==> src/rtl/pcle_counter.sv <==
// Up/down load/enable counter with reload register, terminal-count and wrap pulse.
// Optional feature: define PCLE_COUNTER_SAT_EN to saturate at terminal count (adds sat_o).
module pcle_counter #(
  parameter int unsigned WIDTH       = 8,
  parameter int unsigned RST_VAL     = 0,
  parameter bit          AUTO_RELOAD = 1'b0
) (
  input  logic             clk,
  input  logic             rst_n,
  input  logic             load_i,
  input  logic [WIDTH-1:0] load_val_i,
  input  logic             en_i,
  input  logic             inhibit_i,
  input  logic             dir_i,
  output logic [WIDTH-1:0] count_o,
  output logic             tc_o,
`ifdef PCLE_COUNTER_SAT_EN
  output logic             sat_o,
`endif
  output logic             wrap_o
);

  localparam logic [WIDTH-1:0] RST_VAL_W = RST_VAL[WIDTH-1:0];
  localparam logic [WIDTH-1:0] ONE       = {{(WIDTH-1){1'b0}}, 1'b1};
  localparam logic [WIDTH-1:0] ALL_ONES  = {WIDTH{1'b1}};
  localparam logic [WIDTH-1:0] ZERO      = {WIDTH{1'b0}};

  logic [WIDTH-1:0] count_q, count_d;
  logic [WIDTH-1:0] reload_q, reload_d;
  logic             wrap_q, wrap_d;
  logic             active;
  logic [WIDTH-1:0] term_val;

  assign active   = en_i & ~inhibit_i & ~load_i;
  assign term_val = dir_i ? ALL_ONES : ZERO;
  assign tc_o     = active & (count_q == term_val);

`ifdef PCLE_COUNTER_SAT_EN
  logic sat_q, sat_d;
`endif

  always_comb begin
    count_d  = count_q;
    reload_d = reload_q;
    wrap_d   = 1'b0;
`ifdef PCLE_COUNTER_SAT_EN
    sat_d    = sat_q;
`endif
    if (load_i) begin
      count_d  = load_val_i;
      reload_d = load_val_i;
`ifdef PCLE_COUNTER_SAT_EN
      sat_d    = 1'b0;
`endif
    end else if (active & ~tc_o) begin
      count_d = dir_i ? (count_q + ONE) : (count_q - ONE);
    end else if (active & tc_o) begin
`ifdef PCLE_COUNTER_SAT_EN
      // Saturating: count stays at the terminal value, only the sticky flag moves.
      sat_d = 1'b1;
`else
      if (AUTO_RELOAD) begin
        count_d = reload_q;
      end else begin
        count_d = dir_i ? ZERO : ALL_ONES;
      end
      wrap_d = 1'b1;
`endif
    end
  end

  always_ff @(posedge clk or negedge rst_n) begin
    if (!rst_n) begin
      count_q  <= RST_VAL_W;
      reload_q <= RST_VAL_W;
      wrap_q   <= 1'b0;
    end else begin
      count_q  <= count_d;
      reload_q <= reload_d;
      wrap_q   <= wrap_d;
    end
  end

`ifdef PCLE_COUNTER_SAT_EN
  always_ff @(posedge clk or negedge rst_n) begin
    if (!rst_n) begin
      sat_q <= 1'b0;
    end else begin
      sat_q <= sat_d;
    end
  end

  assign sat_o = sat_q;
`endif

  assign count_o = count_q;
  assign wrap_o  = wrap_q;

endmodule

==> config.mk <==
export PLATFORM = sky130hd
export DESIGN_NAME = pcle_counter
export DESIGN_NICKNAME = d
export VERILOG_FILES = /design/src/rtl/pcle_counter.sv
export SDC_FILE = /design/constraint.sdc
export NUM_CORES = 1
export LEC_CHECK = 0
export ABC_CLOCK_PERIOD_IN_PS = 2009
export BUFFER_PORTS_ARGS = -buffer_cell sky130_fd_sc_hd__buf_4
export CELL_PAD_IN_SITES_DETAIL_PLACEMENT = 1
export CELL_PAD_IN_SITES_GLOBAL_PLACEMENT = 1
export CORE_MARGIN = 2
export CORE_UTILIZATION = 39
export CTS_BUF_LIST = sky130_fd_sc_hd__clkbuf_2 sky130_fd_sc_hd__clkbuf_4 sky130_fd_sc_hd__clkbuf_8
export DETAILED_ROUTE_END_ITERATION = 8
export PLACE_DENSITY_LB_ADDON = 0.1
export SETUP_SLACK_MARGIN = 0.3
export SYNTH_ARGS = -nofsm -noshare
export SYNTH_HDL_FRONTEND = slang
export SYNTH_SLANG_ARGS = --single-unit
==> constraint.sdc <==
create_clock -name clk -period 2.01 [get_ports clk]
set_clock_uncertainty 0.05 [all_clocks]
set_input_delay 0.201 -clock clk [delete_from_list [all_inputs] [get_ports clk]]
set_output_delay 0.201 -clock clk [all_outputs]
set_load 0.005 [all_outputs]
# Word level (Yosys, flattened, before mapping)
# Index checks and enable logic that the tools add are counted.
# op_classes
addsub,2
mul,0
div,0
n_lt_le_gt_ge,0
n_eq_ne,1
shift,0
mux,9
bitwise_logic,8
n_reduce_logical,1
# op_table
operator,count
$mux W8,6
$add A8 B1 Y8 const B,1
$eq A8 B8 Y1,1
$sub A8 B1 Y8 const B,1
$and A1 B1 Y1,5
$mux W1,3
$not A1 Y1,3
$reduce_bool A3 Y1,1
# totals
regBits,9
latch_bits,0
mem_bits_rw,0
mem_bits_ro,0
input_bits,14
out_inout_bits,10
word_cells,23
n_memories,0

# Depth between registers and ports, before layout
# Gate-level depths: netlist (run 1).
# depth
ltp_word,8
depth_mapped,7
ltp_nobuf,6

# Worst setup path after synthesis (run 1)
# No wires, ideal clock.
# synth_timing
path_kind,reg2reg
startpoint,"register count_q[5], in the netlist count_o[5]"
endpoint,"register count_q[6], in the netlist count_o[6]"
setup_time_ps,141
arrival_ps,1601
required_time_ps,1819
path_slack_ps,218
path_stages_with_launch,7
path_buffers,1
period_less_slack_ps,1792
cell_sequence,dfrtp_1 -> ha_1 -> clkdlybuf4s15_2 -> nand2_1 -> a211o_1 -> nand2_1 -> o221ai_1
# synth_between
elab_chain_cells,6
word_cells_on_any_way,11
classes_between,2 x add/sub; 1 x eq/ne; 3 x mux; 4 x bitwise; 1 x reduce/logical
# synth_lines
item,line,rtl
"start, declared",28,"logic [WIDTH-1:0] count_q, count_d;"
"start signal, assigned",78,count_q <= count_d;
"parallel branches: the longest is 6 deep, another holds $sub A8 B1 Y8",n/a,
# Parallel ways; which one is timed is not known.
# A chain may end at the register's enable or synchronous reset.

# Final worst setup path (run 1)
# layout_timing
startpoint,"register count_q[1], in the netlist count_o[1]"
endpoint,"register count_q[4], in the netlist count_o[4]"
# The elaborated chain is that of the path after synthesis.

==> impl_metrics.csv, run 1 <==
group,metric,value,unit
worst_setup_path,worstPathRequired,2.15,ns
min_path,whs_endpoint,"count_o[0]$_DFFE_PN0P_",
logic_synthesis,synth.distinct_cells,37,
worst_setup_path,start_kind,"register",
route,wire_per_inst,27.64,um
power_and_ir_drop,pwr-share-clk,16.0,%
worst_setup_path,cpPeakStageDelay,0.44,ns
power_and_ir_drop,p_total,1050,uW
global_route,antenna_found_initial,0,
outcome,failed_checks,"setup timing",
sta,rsz0062_at_grt,"true",
clock_tree,cts_buffers,3,
clock_tree,cts.reportedPaths.clkPinSlew,0.07,ns
worst_setup_path,crit_type,"register to register",
place,gp_congestion,0.7995,
power_and_ir_drop,intPower,616.4,uW
power_and_ir_drop,power.density,681.0,nW/um^2
job,cap_viol_max_count,0,
power_and_ir_drop,leakage,0.0006526,uW
layout,n_antenna_cell,0,
floorplanning,pin_count,24,
power_and_ir_drop,p_comb_share,62.0,%
power_and_ir_drop,seqPwrFrac,22.0,%
clock_tree,cts_tree,"yes",
sta,tightest_slew,0.7371,ns
min_path,hold_start,"load_val_i[0]",
worst_setup_path,cp_top_family,"compound AO/OA/AOI/OAI gates",
route,firstDrtPassIters,4,
clock_tree,cts_root_buf,"clkbuf_4",
sta,drv_slew,0,
min_path,hold_depth,3,
logic_synthesis,synth_cells,102,
clock_tree,h-tree-depth,1,
power_and_ir_drop,p_sw_share,41.29,%
worst_setup_path,cp.arrival,2.20,ns
worst_setup_path,worstReg2RegEnd,"count_o[4]$_DFFE_PN0P_",
logic_synthesis,yosysTopAreaCellShare,25.71,%
global_route,grt_pass1_vias,1240,
logic_synthesis,synthTopCellsByArea,"dfrtp_1, ha_1, a211oi_1",
place,place_inst,162,
route,vias,1209,
power_and_ir_drop,ir_drop,0.4516,mV
logic_synthesis,avgSynthCellArea,8.587,sq um
global_route,grt_use_total,35.85,%
layout,nNetsFinal,178,
worst_setup_path,reg2reg_slack,-0.04,ns
logic_synthesis,yosys_warnings,0,
clock_tree,clockBufferDepth,2,
worst_setup_path,crit_buf_inv,2,
layout,syn2layout_area_growth,76.00,%
worst_setup_path,r2r-start,"count_o[1]$_DFFE_PN0P_",
route,drc,0,
logic_synthesis,syn-num-nets,123,
route,drt_iter0_drc,73,
global_route,grt_first_pass_wirelength,6672,um
logic_synthesis,seq_area_frac_synth,25.71,%
place,port_buffers,23,
sta,period_needed,2.053,ns
worst_setup_path,cpMaxStageDelayCell,"dfrtp_1",
route,viasPerCell,6.571,
floorplanning,die_h,51.39,um
layout,drive_gt1_share,60.26,%
floorplanning,rows,17,
clock_tree,worstSkewPairLatency,0.28,ns
logic_synthesis,yosys.area.top_type,"dfrtp_1",
clock_tree,cts.sinks,9,
sta,setup_ws,-0.04323,ns
logic_synthesis,synth_seq_cells,9,
floorplanning,die_area,2641,sq um
worst_setup_path,ff2ff_path_depth,7,
floorplanning,die_x,51.39,um
route,wl,5085,um
sta,max_freq,487.0,MHz
power_and_ir_drop,power_switching,433.4,uW
layout,final_cells,184,
place,hpwl,2223,um
route,antenna_left,0,
sta,period_share,102.2,%
floorplanning,start_util,40.37,%
worst_setup_path,path_common_cell,"buf_6",
floorplanning,core,2170,sq um
global_route,overflow,0,
sta,hold_viol_final,0,
logic_synthesis,synthesis.area,875.8,sq um
global_route,grt_max_degree,11,
min_path,min_path_type,"input pin to register",
sta,setup_viol,1,
worst_setup_path,worstPathMaxFanout,2,
outcome,status,"finished with violations",
worst_setup_path,cp_cell_sequence,"buf_6 -> fa_2 -> a211oi_4 -> or2_4 -> buf_6 -> nand4_1 -> a21oi_2",
sta,maxSlewHeadroom,50.65,%
worst_setup_path,crit_path_end_kind,"register",
## cell families (layout without fill, tap and decap cells)
family,count (synthesis),after routing,share of synthesized area (%)
xor+xnor,3,3,3.001
fa+ha+maj,7,7,10.86
flops,9,9,25.71
buf+inv,6,60,4.285
simple gates,42,42,28.14
compound gates,35,35,28.00
## worst min-delay path: cells and delay by family
kind                   cells  cell delay, ns
and+or+nand+nor            1            0.05
AOI/OAI and AO/OA          1            0.11
buffers and inverters      1            0.08
## power by group through the flow
stage          clock, uW  combinational [uW]  sequential (uW)
2_1_floorplan          0                 235              230
3_3_place_gp           0                 391              231
3_5_place_dp           0                 404              231
4_1_cts              168                 531              223
5_1_grt              176                 673              231
6_report             168                 651              231
## synth_stat cells, drive strengths merged
cell	instances
o21ai	6
a21oi	6
a211oi	6
nor3	3
ha	6
clkdlybuf4s15	1
xor2	1
a22oi	1
nand2	7
fa	1
nor2	6
or3	1
nor3b	3
o41ai	2
inv	3
nor4b	2
o21a	1
or3b	3
o22ai	4
a21o	3
or2	4
nand4	3
nand3	5
buf	1
dfrtp	9
o31ai	1
o221ai	2
clkbuf	1
nand3b	2
nor2b	1
nand2b	2
xnor2	2
a211o	3
## layer usage
layer	track usage (%)	wire (um)	part of all wire, %	vias up
li1	-	-	-	499
met1	40.62	1905	37	589
met2	62.61	2547	50	84
met3	7.310	316	6.2	37
met4	18.86	316	6.2	0
met5	0	0	0	-
## registers in the layout, summed over array words and instances (netlist names)
register and flops:
count_o 8, wrap_o 1
## cell type report
type                            count  area [sq um]
Clock buffer                        4         30.03
Tap cell                           28         35.03
Inverter                            3         15.01
Sequential cell                     9         226.5
Multi-Input combinational cell     87         807.0
Timing Repair Buffer               53         427.9
Fill cell                         242         628.1
## cell usage in the layout, fill, tap and decap left out, types with 3 or more instances in the layout
cell type and n:
a21oi_2 4, buf_4 47, a211o_1 3, nor2_1 4, clkbuf_4 4, o21ai_0 4
nand3_1 3, dfrtp_1 8, a211oi_2 4, nand2_1 6, nand4_1 3, ha_4 6
buf_6 4, o22ai_1 4
## how the worst max path moves through the flow
stage	start	to	slack, ns	cells after the start
6_report	count_o[1]$_DFFE_PN0P_	count_o[4]$_DFFE_PN0P_	-0.04	7
3_3_place_gp	dir_i	count_o[5]$_DFFE_PN0P_	-0.09	7
3_5_place_dp	dir_i	count_o[5]$_DFFE_PN0P_	-0.09	7
5_1_grt	count_o[1]$_DFFE_PN0P_	count_o[4]$_DFFE_PN0P_	-0.06	7
2_1_floorplan	dir_i	count_o[6]$_DFFE_PN0P_	0.30	6
4_1_cts	count_o[0]$_DFFE_PN0P_	tc_o	0.12	5
## stage by stage
step / TNS (ns) / utilization (%) / setup slack, ns / area [sq um] / hold slack [ns]
after CTS: 0 / 67.07 / 0.1218 / 1455 / 0.1084
after global routing: -0.05723 / 71.05 / -0.05723 / 1541 / 0.1719
after floorplan: 0 / - / 0.2963 / 905.9 / -0.1446
after detailed placement: -0.1527 / 54.56 / -0.08668 / 1184 / -0.01210
final: -0.04323 / 71.05 / -0.04323 / 1541 / 0.1612
after global placement: -0.08705 / 54.56 / -0.08705 / 1184 / -0.01409
## repair_timing
action / in CTS / in global routing
pin swaps: 16 / 8
setup endpoints to repair: 9 / 9
resized for setup: 18 / 17
buffers inserted: 16 / 1
hold buffers: 1 / 0
endpoints found under the hold margin: 9 / 0
gates cloned: 0 / 0
(Power assumes the default switching activity.)
==> run 2, diff against run 1 <==
==> constraint.sdc (replaced) <==
create_clock -name clk -period 2.01 [get_ports clk]
set_clock_uncertainty 0.05 [all_clocks]
set_input_delay 0.402 -clock clk [delete_from_list [all_inputs] [get_ports clk]]
set_output_delay 0.402 -clock clk [all_outputs]
set_load 0.005 [all_outputs]
==> impl_metrics.csv, run 2 <==
group,metric,value,unit
place,place_inst,169,
place,port_buffers,23,
logic_synthesis,synth_commonest_cells,"dfrtp_1, nand2_1",
logic_synthesis,syn-num-nets,123,
clock_tree,clockBufferDepth,2,
logic_synthesis,synth_edf_count,0,
place,hpwl,2462,um
logic_synthesis,synth_cells,102,
clock_tree,cts.sinks,9,
logic_synthesis,synth_seq_cells,9,
global_route,antenna_found_initial,0,
logic_synthesis,yosys.area.top_type,"dfrtp_1",
outcome,tool.error,"[ERROR DPL-0033] detailed placement checks failed during check placement.",
clock_tree,cts_root_buf,"clkbuf_4",
logic_synthesis,yosysMostFrequentCell,"dfrtp_1",
logic_synthesis,avgSynthCellArea,8.587,sq um
logic_synthesis,async_reset_ff_share,100.0,%
logic_synthesis,synthFlopType,"dfrtp_1",
logic_synthesis,synthTopCellsByArea,"dfrtp_1, ha_1, a211oi_1",
outcome,status,"stopped before the end",
floorplanning,die_x,51.39,um
global_route,grt_max_degree,11,
outcome,failing_step,"global routing (5_1_grt)",
clock_tree,h-tree-depth,1,
logic_synthesis,synthesis.area,875.8,sq um
logic_synthesis,yosys_warnings,0,
floorplanning,die_h,51.39,um
floorplanning,start_util,40.37,%
sta,worstEndpointGrtRepair,"tc_o",
sta,worstEndpointType,"top-level output",
clock_tree,cts_buffers,3,
logic_synthesis,yosysTopAreaCellShare,25.71,%
floorplanning,rows,17,
logic_synthesis,seq_area_frac_synth,25.71,%
floorplanning,pin_count,24,
logic_synthesis,synth.distinct_cells,37,
place,gp_congestion,0.8960,
==> run 2: kinds of logic after synthesis <==
kind of cell	after synthesis	synth area share, %
AND/OR/NAND/NOR	42	28.14
AO/OA/AOI/OAI	35	28.00
flip-flops	9	25.71
adder cells (fa/ha/maj)	7	10.86
buffers and inverters	6	4.285
XOR/XNOR	3	3.001
==> run 2: repair_timing <==
action,in CTS
resized for setup,33
setup buffers,16
gates cloned,0
pin swaps,13
setup endpoints to repair,8
hold endpoints to repair,9
hold buffers,1
==> run 2: through the flow <==
stage / TNS, ns / setup slack (ns) / area, sq um
after detailed placement: -1.312 / -0.2024 / 1202
after global placement: -0.7474 / -0.1785 / 1202
after floorplan: 0 / 0.0003397 / 872.1
after CTS: -0.09984 / -0.09984 / 1564
==> run 3, diff against run 2 <==
Settings changed: CELL_PAD_IN_SITES_DETAIL_PLACEMENT 1 to unset, CELL_PAD_IN_SITES_GLOBAL_PLACEMENT 1 to unset, CORE_AREA set to 2 2 63 65, CORE_MARGIN 2 to unset, CORE_UTILIZATION 39 to unset, CTS_BUF_LIST sky130_fd_sc_hd__clkbuf_2 sky130_fd_sc_hd__clkbuf_4 sky130_fd_sc_hd__clkbuf_8 to unset, DIE_AREA set to 0 0 65 67, PLACE_DENSITY_LB_ADDON 0.1 to 0.15, SETUP_SLACK_MARGIN 0.3 to unset.
==> impl_metrics.csv, run 3 (synthesized netlist as in run 1, its figures left out) <==
group,metric,value,unit
outcome,status,"finished with violations",
outcome,failed_checks,"setup timing",
floorplanning,core,3606,sq um
worst_setup_path,worstPathMaxFanout,6,
place,place_inst,189,
worst_setup_path,cp.arrival,1.63,ns
worst_setup_path,cpPeakStageDelay,0.27,ns
clock_tree,clockBufferDepth,2,
global_route,grt_first_pass_wirelength,4809,um
layout,fin_area,1443,sq um
clock_tree,cts.reportedPaths.clkPinSlew,0.04,ns
floorplanning,die_h,67,um
sta,rsz0062_at_grt,"true",
worst_setup_path,r2r-start,"count_o[1]$_DFFE_PN0P_",
route,drc,0,
sta,setup_ws,-0.06925,ns
min_path,hold_start,"load_val_i[0]",
clock_tree,cts.sinks,9,
job,cap_viol_max_count,0,
sta,drv_slew,0,
global_route,grt_use_total,14.38,%
worst_setup_path,cp_cell_sequence,"buf_8 -> clkinvlp_4 -> buf_12 -> ha_4 -> nand4_1 -> a211o_1 -> nor2_1 -> buf_4",
global_route,grt_max_degree,11,
global_route,antenna_found_initial,0,
floorplanning,pin_count,24,
place,gp_congestion,0.8881,
layout,drive_gt1_share,47.68,%
layout,nNetsFinal,173,
worst_setup_path,crit_path_end,"tc_o",
sta,period_share,103.4,%
layout,layout_commonest_cell,"buf_4",
sta,hold_viol_final,0,
worst_setup_path,crit_path_end_kind,"output pin",
route,firstDrtPassIters,4,
clock_tree,h-tree-depth,1,
worst_setup_path,worstReg2RegEnd,"count_o[7]$_DFFE_PN0P_",
clock_tree,cts_tree,"yes",
worst_setup_path,worstPathRequired,1.56,ns
layout,n_antenna_cell,0,
worst_setup_path,start_kind,"input pin",
sta,max_freq,480.9,MHz
place,port_buffers,23,
layout,fillerInstances,370,
power_and_ir_drop,leakage,0.0006031,uW
layout,syn2layout_area_growth,64.71,%
route,drt_iter0_drc,50,
route,antenna_left,0,
worst_setup_path,ff2ff_path_depth,5,
place,place_area,1227,sq um
route,wl,2946,um
floorplanning,die_area,4355,sq um
clock_tree,worstSkewPairLatency,0.23,ns
worst_setup_path,cpMaxStageDelayCell,"ha_4",
route,vias,994,
floorplanning,start_util,24.29,%
sta,tns,-0.06925,ns
power_and_ir_drop,ir_drop,0.3254,mV
place,hpwl,2351,um
sta,period_needed,2.079,ns
global_route,overflow,0,
power_and_ir_drop,power.density,645.6,nW/um^2
worst_setup_path,reg2reg_slack,0.11,ns
min_path,min_path_type,"input pin to register",
sta,maxSlewHeadroom,74.08,%
worst_setup_path,crit_type,"input pin to output pin",
layout,final_cells,199,
route,viasPerCell,4.995,
sta,tightest_slew,0.3871,ns
clock_tree,cts_buffers,3,
clock_tree,cts_root_buf,"clkbuf_8",
layout,largest_reg_flops,8,
layout,most-common-layout-cells,"buf_4, dfrtp_1",
route,wire_per_inst,14.80,um
global_route,grt_pass1_vias,1047,
sta,setup_viol,1,
floorplanning,die_x,65,um
worst_setup_path,worstSetupStartpoint,"dir_i",
floorplanning,rows,22,
==> run 3: timing repair <==
| item | in CTS | in global routing |
|---|---|---|
| hold buffers | 1 | 0 |
| pin swaps | 6 | 5 |
| endpoints found under the setup margin | 2 | 5 |
| hold endpoints to repair | 9 | 0 |
| resized for setup | 12 | 3 |
| setup buffers | 6 | 0 |
==> run 3: cell type report <==
| class | instances | area [sq um] | share of cell area, % |
|---|---|---|---|
| Clock buffer | 4 | 45.04 | 3.122 |
| Timing Repair Buffer | 48 | 386.6 | 26.80 |
| Multi-Input combinational cell | 87 | 710.7 | 49.26 |
| Inverter | 3 | 15.01 | 1.041 |
| Tap cell | 48 | 60.06 | 4.163 |
| Sequential cell | 9 | 225.2 | 15.61 |
==> run 3: routing by layer <==
metal / global-route usage [%] / wire, um
met5: 0 / 0
met4: 5.053 / 59
met2: 24.10 / 1360
met3: 1.520 / 118
met1: 19.10 / 1407
==> run 3: critical path: cells and delay by family <==
kind | cells | cell delay, ns
compound gates | 1 | 0.26
fa+ha+maj | 1 | 0.27
buf+inv | 4 | 0.46
simple gates | 2 | 0.23
==> run 3: worst min-delay path by stage <==
stage | cells after the start | endpoint
floorplan | 0 | count_o[0]$_DFFE_PN0P_
global placement | 1 | count_o[6]$_DFFE_PN0P_
detailed placement | 1 | count_o[6]$_DFFE_PN0P_
CTS | 3 | count_o[0]$_DFFE_PN0P_
global route | 3 | count_o[0]$_DFFE_PN0P_
finish | 3 | count_o[0]$_DFFE_PN0P_
==> run 3: through the flow <==
stage | setup slack, ns | hold WS [ns] | util, % | power [uW]
2_1_floorplan | -0.001681 | 0.05641 | - | 454.1
3_3_place_gp | -0.2217 | 0.1917 | 34.04 | 639.2
3_5_place_dp | -0.2862 | 0.1909 | 34.04 | 641.9
4_1_cts | -0.09961 | 0.3343 | 39.87 | 924.6
5_1_grt | -0.1269 | 0.3602 | 40.01 | 991.8
6_report | -0.06925 | 0.3341 | 40.01 | 931.4
==> run 3: power breakdown <==
group | internal (uW) | switching [uW]
clock network | 138 | 69.1
logic | 274 | 218
registers | 203 | 29.1
total | 615 | 317
